[config.mk]
export PLATFORM = sky130hd
export DESIGN_NAME = serial_subtractor
export DESIGN_NICKNAME = d
export VERILOG_FILES = /design/src/rtl/arith_pkg.sv /design/src/rtl/half_subtractor.sv /design/src/rtl/serial_subtractor.sv
export SDC_FILE = /design/constraint.sdc
export NUM_CORES = 1
export LEC_CHECK = 0
export BUFFER_PORTS_ARGS = -buffer_cell sky130_fd_sc_hd__buf_2
export CORE_ASPECT_RATIO = 1.4
export CORE_MARGIN = 2
export CORE_UTILIZATION = 54
export DETAILED_ROUTE_END_ITERATION = 10
export PLACE_DENSITY = 0.89
export SETUP_SLACK_MARGIN = 0.2
export SLEW_MARGIN = 5
export SYNTH_ARGS = -nofsm -noshare
export SYNTH_HDL_FRONTEND = slang
export SYNTH_HIERARCHICAL = 1
export SYNTH_SLANG_ARGS = --single-unit
[constraint.sdc]
create_clock -name clk -period 1.7 [get_ports clk]
set_input_delay 0.255 -clock clk [delete_from_list [all_inputs] [get_ports clk]]
set_output_delay 0.255 -clock clk [all_outputs]
set_load 0.02 [all_outputs]
[src/rtl/arith_pkg.sv]
`default_nettype none
// ============================================================================
// Module      : arith_pkg
// Description : Shared types and helpers for the serial arithmetic library.
// Revision    : 1.0 - initial release
// ============================================================================
package arith_pkg;

    // Controller states of the bit-serial arithmetic blocks
    typedef enum logic [1:0] {
        IDLE = 2'd0,
        RUN  = 2'd1,
        DONE = 2'd2
    } state_t;

    // Bit counter width: one extra bit so the counter never wraps inside an op
    function automatic int cnt_width(input int width);
        return $clog2(width) + 1;
    endfunction

endpackage : arith_pkg
`default_nettype wire

[src/rtl/half_subtractor.sv]
`default_nettype none
// ============================================================================
// Module      : half_subtractor
// Description : Combinational one-bit half subtractor (a - b).
// Revision    : 1.0 - initial release
// ============================================================================
module half_subtractor (
    input  logic a,
    input  logic b,
    output logic diff,
    output logic bout
);

    // Difference bit and borrow when subtracting b from a
    assign diff = a ^ b;
    assign bout = ~a & b;

endmodule : half_subtractor
`default_nettype wire

[src/rtl/serial_subtractor.sv]
`default_nettype none
// ============================================================================
// Module      : serial_subtractor
// Description : Bit-serial WIDTH-bit unsigned subtractor, LSB first, with a
//               start/done handshake. diff = a - b, bout = (a < b).
// Revision    : 1.0 - initial release
// ============================================================================
module serial_subtractor
    import arith_pkg::*;
#(
    parameter int WIDTH = 8
) (
    input  logic             clk,
    input  logic             rst_n,
    input  logic             start,
    input  logic [WIDTH-1:0] a,
    input  logic [WIDTH-1:0] b,
    output logic [WIDTH-1:0] diff,
    output logic             bout,
    output logic             busy,
    output logic             done
);

    localparam int CNT_W = cnt_width(WIDTH);
    localparam logic [CNT_W-1:0] C_LAST = CNT_W'(WIDTH - 1);

    state_t             r_state;
    logic [WIDTH-1:0]   r_a_sh;
    logic [WIDTH-1:0]   r_b_sh;
    logic [WIDTH-1:0]   r_d_sh;
    logic               r_borrow;
    logic [CNT_W-1:0]   r_cnt;

    logic               w_d1;
    logic               w_b1;
    logic               w_d;
    logic               w_b2;
    logic               w_bo;
    logic [WIDTH-1:0]   w_d_next;

    // Full-subtract cell: two half subtractors plus an OR on the borrows
    half_subtractor u_hs_xy (
        .a    (r_a_sh[0]),
        .b    (r_b_sh[0]),
        .diff (w_d1),
        .bout (w_b1)
    );

    half_subtractor u_hs_bin (
        .a    (w_d1),
        .b    (r_borrow),
        .diff (w_d),
        .bout (w_b2)
    );

    // Combine the two partial borrows and form the next result shift value
    always_comb begin
        w_bo     = w_b1 | w_b2;
        w_d_next = {w_d, r_d_sh[WIDTH-1:1]};
    end

    // Control FSM and datapath; results publish only on the final bit
    always_ff @(posedge clk) begin
        if (!rst_n) begin
            r_state  <= IDLE;
            r_a_sh   <= '0;
            r_b_sh   <= '0;
            r_d_sh   <= '0;
            r_borrow <= 1'b0;
            r_cnt    <= '0;
            diff     <= '0;
            bout     <= 1'b0;
        end else begin
            case (r_state)
                IDLE: begin
                    if (start) begin
                        r_a_sh   <= a;
                        r_b_sh   <= b;
                        r_d_sh   <= '0;
                        r_borrow <= 1'b0;
                        r_cnt    <= '0;
                        r_state  <= RUN;
                    end
                end
                RUN: begin
                    r_d_sh   <= w_d_next;
                    r_a_sh   <= {1'b0, r_a_sh[WIDTH-1:1]};
                    r_b_sh   <= {1'b0, r_b_sh[WIDTH-1:1]};
                    r_borrow <= w_bo;
                    r_cnt    <= r_cnt + 1'b1;
                    if (r_cnt == C_LAST) begin
                        diff    <= w_d_next;
                        bout    <= w_bo;
                        r_state <= DONE;
                    end
                end
                DONE: begin
                    r_state <= IDLE;
                end
                default: begin
                    r_state <= IDLE;
                end
            endcase
        end
    end

    // Handshake outputs are plain decodes of the registered state
    always_comb begin
        busy = (r_state == RUN);
        done = (r_state == DONE);
    end

endmodule : serial_subtractor
`default_nettype wire
==> results.txt <==
The tools report the master cell of the clock root buffer as clkbuf_8. The number of nets produced by synthesis came out at 195. The flow ran to the end, and the final reports show no timing, DRC or antenna violations. In the final layout, the multi-input gates occupy 812 um^2. The logs give 0.185 for the total routing resource utilization after global routing and 0 for the number of antenna repair diodes. The count of buffers added on input and output ports is 29.

Setup repair after global routing left no endpoint under its margin. The tools report the number of placed instances with taps included as 233. Post-layout utilization of the core: 0.643. Data on the critical path is required at its endpoint by 1.44 ns. After synthesis the netlist holds a flip-flop and latch count of 39.

For the total I/O pin count, the log shows 30. Slowest cell on the critical path: dfxtp_4. The signal on the critical path passes through buf_4, nor2b_1, buf_2. The remaining antenna violation count came out at 0. The logs give 0.456 for the sequential cell area fraction in the yosys report and 39 for the clock net sink count.

The worst setup path is captured at an output pin. The largest fanout of any net on the critical path came out at 13. The logs give 223 for the number of nets in the layout and 0.559 for the initial core utilization. The post-synthesis compound-gate area fraction is 0.214, and the worst supply voltage drop on vdd is 0.000769 V.

After layout, the minimum clock period comes to 1.43 ns. The number of antenna violations at the first check in global routing is 0. The library cells used most frequently in the layout, excluding fill and tap cells, are dfxtp_1, buf_2, nand2_1. The detail-routed via count per cell is 5.41. The number of global-route vias before repair came out at 1134. The die width is 51.6 um. The tools report the total wire length after detailed routing as 3.13 mm.

Static timing analysis puts the maximum clock frequency at 697 MHz. TritonCTS built the clock tree. The number of cell instances on the worst register-to-register path is 7. Counting distinct cell types in the post-synthesis netlist gives 30.

The layout cell share with drive strength beyond 1 was 0.302. STA puts the critical path data arrival time at 1.18 ns. The total count of hold-check failures in the final report came out at 0.

Relative to the synthesized area, the layout overhead comes to 15.0%. The fraction of the mapped netlist area in simple logic gates was 0.185; the sum of net half-perimeters after detailed placement was 2.16 mm. The DRC violation count after routing was 0; the number of standard cells in the final layout excluding fillers was 241.

The pin count of the biggest net entering global routing was 16; the mean routed wirelength per cell was 13.0 um. The number of fill cells in the layout was 266; the summed instance area of the synthesized netlist was 0.00171 mm^2. The die span in y was 70.6 um. The number of CTS-inserted buffers was 5. The mean area per synthesized cell came out at 9.89 um^2. After synthesis, the largest family of logic cells by area is compound AO/OA/AOI/OAI gates. The cell count after synthesis came out at 173. The floorplan step defined a die boundary enclosing 0.00364 mm^2.

The worst hold path was traced through 2 stages. In the final layout, flip-flops and latches occupy 786 um^2. Max-cap violations in this run came to 0.

In this run, the number of DRC markers left after iteration 0 of detailed routing was 18. The total negative slack for setup checks is 0 ns, and the leakage power is 0.855 nW. The XOR/XNOR share of the synthesized area was 0. Setup violations remaining at the end of the flow were counted as 0. On the critical path the largest part of the delay comes from flip-flops. Counting both buffers and inverters, the worst setup path holds a total of 2. The logs give 4 for the number of optimization iterations in the first detailed-route pass and 0 for the post-CTS setup repair buffer count. The global placer's final weighted congestion came out at 0.774. The count of warnings emitted by yosys came out at 6. The post-route clock period utilization was 0.844.

The floorplan has 24 rows. Clock-pin slew was measured on the worst setup and hold paths at 0.08 ns. For the level count of the clock H-tree, the log shows 2.

The worst hold path belongs to the class in2reg. The global-route wire length before repair is 5.04 mm, and the maximum buffer depth of the clock tree is 2. The relative max-transition margin was 0.827; the clock latency on the worst-skew pair was 0.29 ns.

The total number of vias was 1303. The library cell used most frequently in the layout, excluding fill and tap cells, is dfxtp_1. The worst hold-check slack was 0.172 ns; the worst stage delay on the critical path was 0.42 ns. Max-slew violation count: 0.

In this run the power density over the cells is 1010 mW/mm^2. The measured slew at the worst slew-check pin came out at 0.259 ns. The worst setup path is of the reg2out kind.

The fraction of the mapped netlist area in adder cells is 0.0219. The critical path crosses 3 cells after its start point. In this run the standard cell core region covers 0.00306 mm^2. After global routing the overflow that remains totals 0.

Startpoint kind of the worst setup timing path: a flip-flop. The tools report the worst setup skew after layout as 0.00689 ns. The share of synthesized area spent on multiplexers is 0.0526.
[logic make-up after synthesis]
group,count (synthesis)
AND/OR/NAND/NOR,60
AO/OA/AOI/OAI,43
flip-flops,39
buffers and inverters,19
multiplexers,9
adder cells (fa/ha/maj),3
[sequential cells by signal (all words and copies together), names as in the netlist]
name / count
bout: 1
diff: 8
r_a_sh: 8
r_b_sh: 8
r_borrow: 1
r_cnt: 4
r_d_sh: 7
r_state: 2
[area by class of cell]
| cell class | instances | share of cell area |
|---|---|---|
| Multi-Input combinational cell | 115 | 0.413 |
| Sequential cell | 39 | 0.399 |
| Timing Repair Buffer | 35 | 0.0966 |
| Clock buffer | 5 | 0.0350 |
| Tap cell | 39 | 0.0248 |
| Clock inverter | 3 | 0.0223 |
| Inverter | 5 | 0.00954 |
[layer usage]
| metal | track usage | up-vias | share of wire |
|---|---|---|---|
| met4 | 0.0789 | 0 | 0.012 |
| met5 | 0 | - | 0 |
| met3 | 0.0633 | 4 | 0.046 |
| met2 | 0.295 | 27 | 0.51 |
| li1 | - | 670 | - |
| met1 | 0.224 | 602 | 0.43 |
[per-stage QoR]
stage / power, mW / area (um^2) / setup slack (ns)
finish: 1.99 / 1970 / 0.265
global route: 2.09 / 1970 / 0.200
CTS: 2.02 / 1970 / 0.236
detailed placement: 1.25 / 1850 / 0.239
global placement: 1.25 / 1850 / 0.296
floorplan: 1.20 / 1710 / 0.393
[power breakdown]
group / leakage, nW / internal (mW) / total [mW] / switching, mW
clock: 0.0581 / 0.437 / 0.756 / 0.320
combinational: 0.478 / 0.119 / 0.239 / 0.120
sequential: 0.319 / 0.962 / 0.996 / 0.0345
[cell usage after synthesis]
library cell,number,area share
and2_1,6,0.022
and4bb_4,1,0.0095
and4b_1,1,0.0058
o21bai_4,1,0.011
a221o_1,4,0.023
or4_1,1,0.0044
clkbuf_1,4,0.0088
ha_1,3,0.022
buf_4,2,0.0088
nor2_1,9,0.020
mux2i_1,9,0.053
a21oi_1,10,0.029
a22o_1,10,0.051
nand4_1,1,0.0037
nor2b_1,12,0.044
a21boi_0,2,0.0088
nor2b_2,1,0.0051
buf_2,3,0.0088
buf_6,5,0.033
inv_1,5,0.011
a21o_1,1,0.0044
nand2_1,22,0.048
o21ai_0,3,0.0088
o211a_1,1,0.0058
o221a_2,10,0.066
nor3b_1,2,0.0088
nand3_1,3,0.0088
dfxtp_1,39,0.46
and2_4,1,0.0051
o21ba_2,1,0.0058
[repair_timing]
| item | 4_1_cts | 5_1_grt |
|---|---|---|
| hold buffers | 0 | 0 |
| resized for setup | 2 | 2 |
| pin swaps | 0 | 0 |
| endpoints found under the setup margin | 1 | 10 |
[worst reg2reg max path, stage by stage (launching register included)]
cell and delay, ns:
dfxtp_1 0.34, inv_1 0.05, ha_1 0.27, inv_1 0.06
inv_1 0.04, ha_1 0.26, inv_1 0.05, a22o_1 0.18
[final timing paths]
path	slack [ns]	start	to
max	0.27	r_state[1]	done
min	0.17	a[7]	r_a_sh[7]
max reg2reg	0.36	r_a_sh[0]	r_d_sh[7]
min reg2reg	0.46	diff[0]	diff[0]
(Power assumes the default switching activity.)
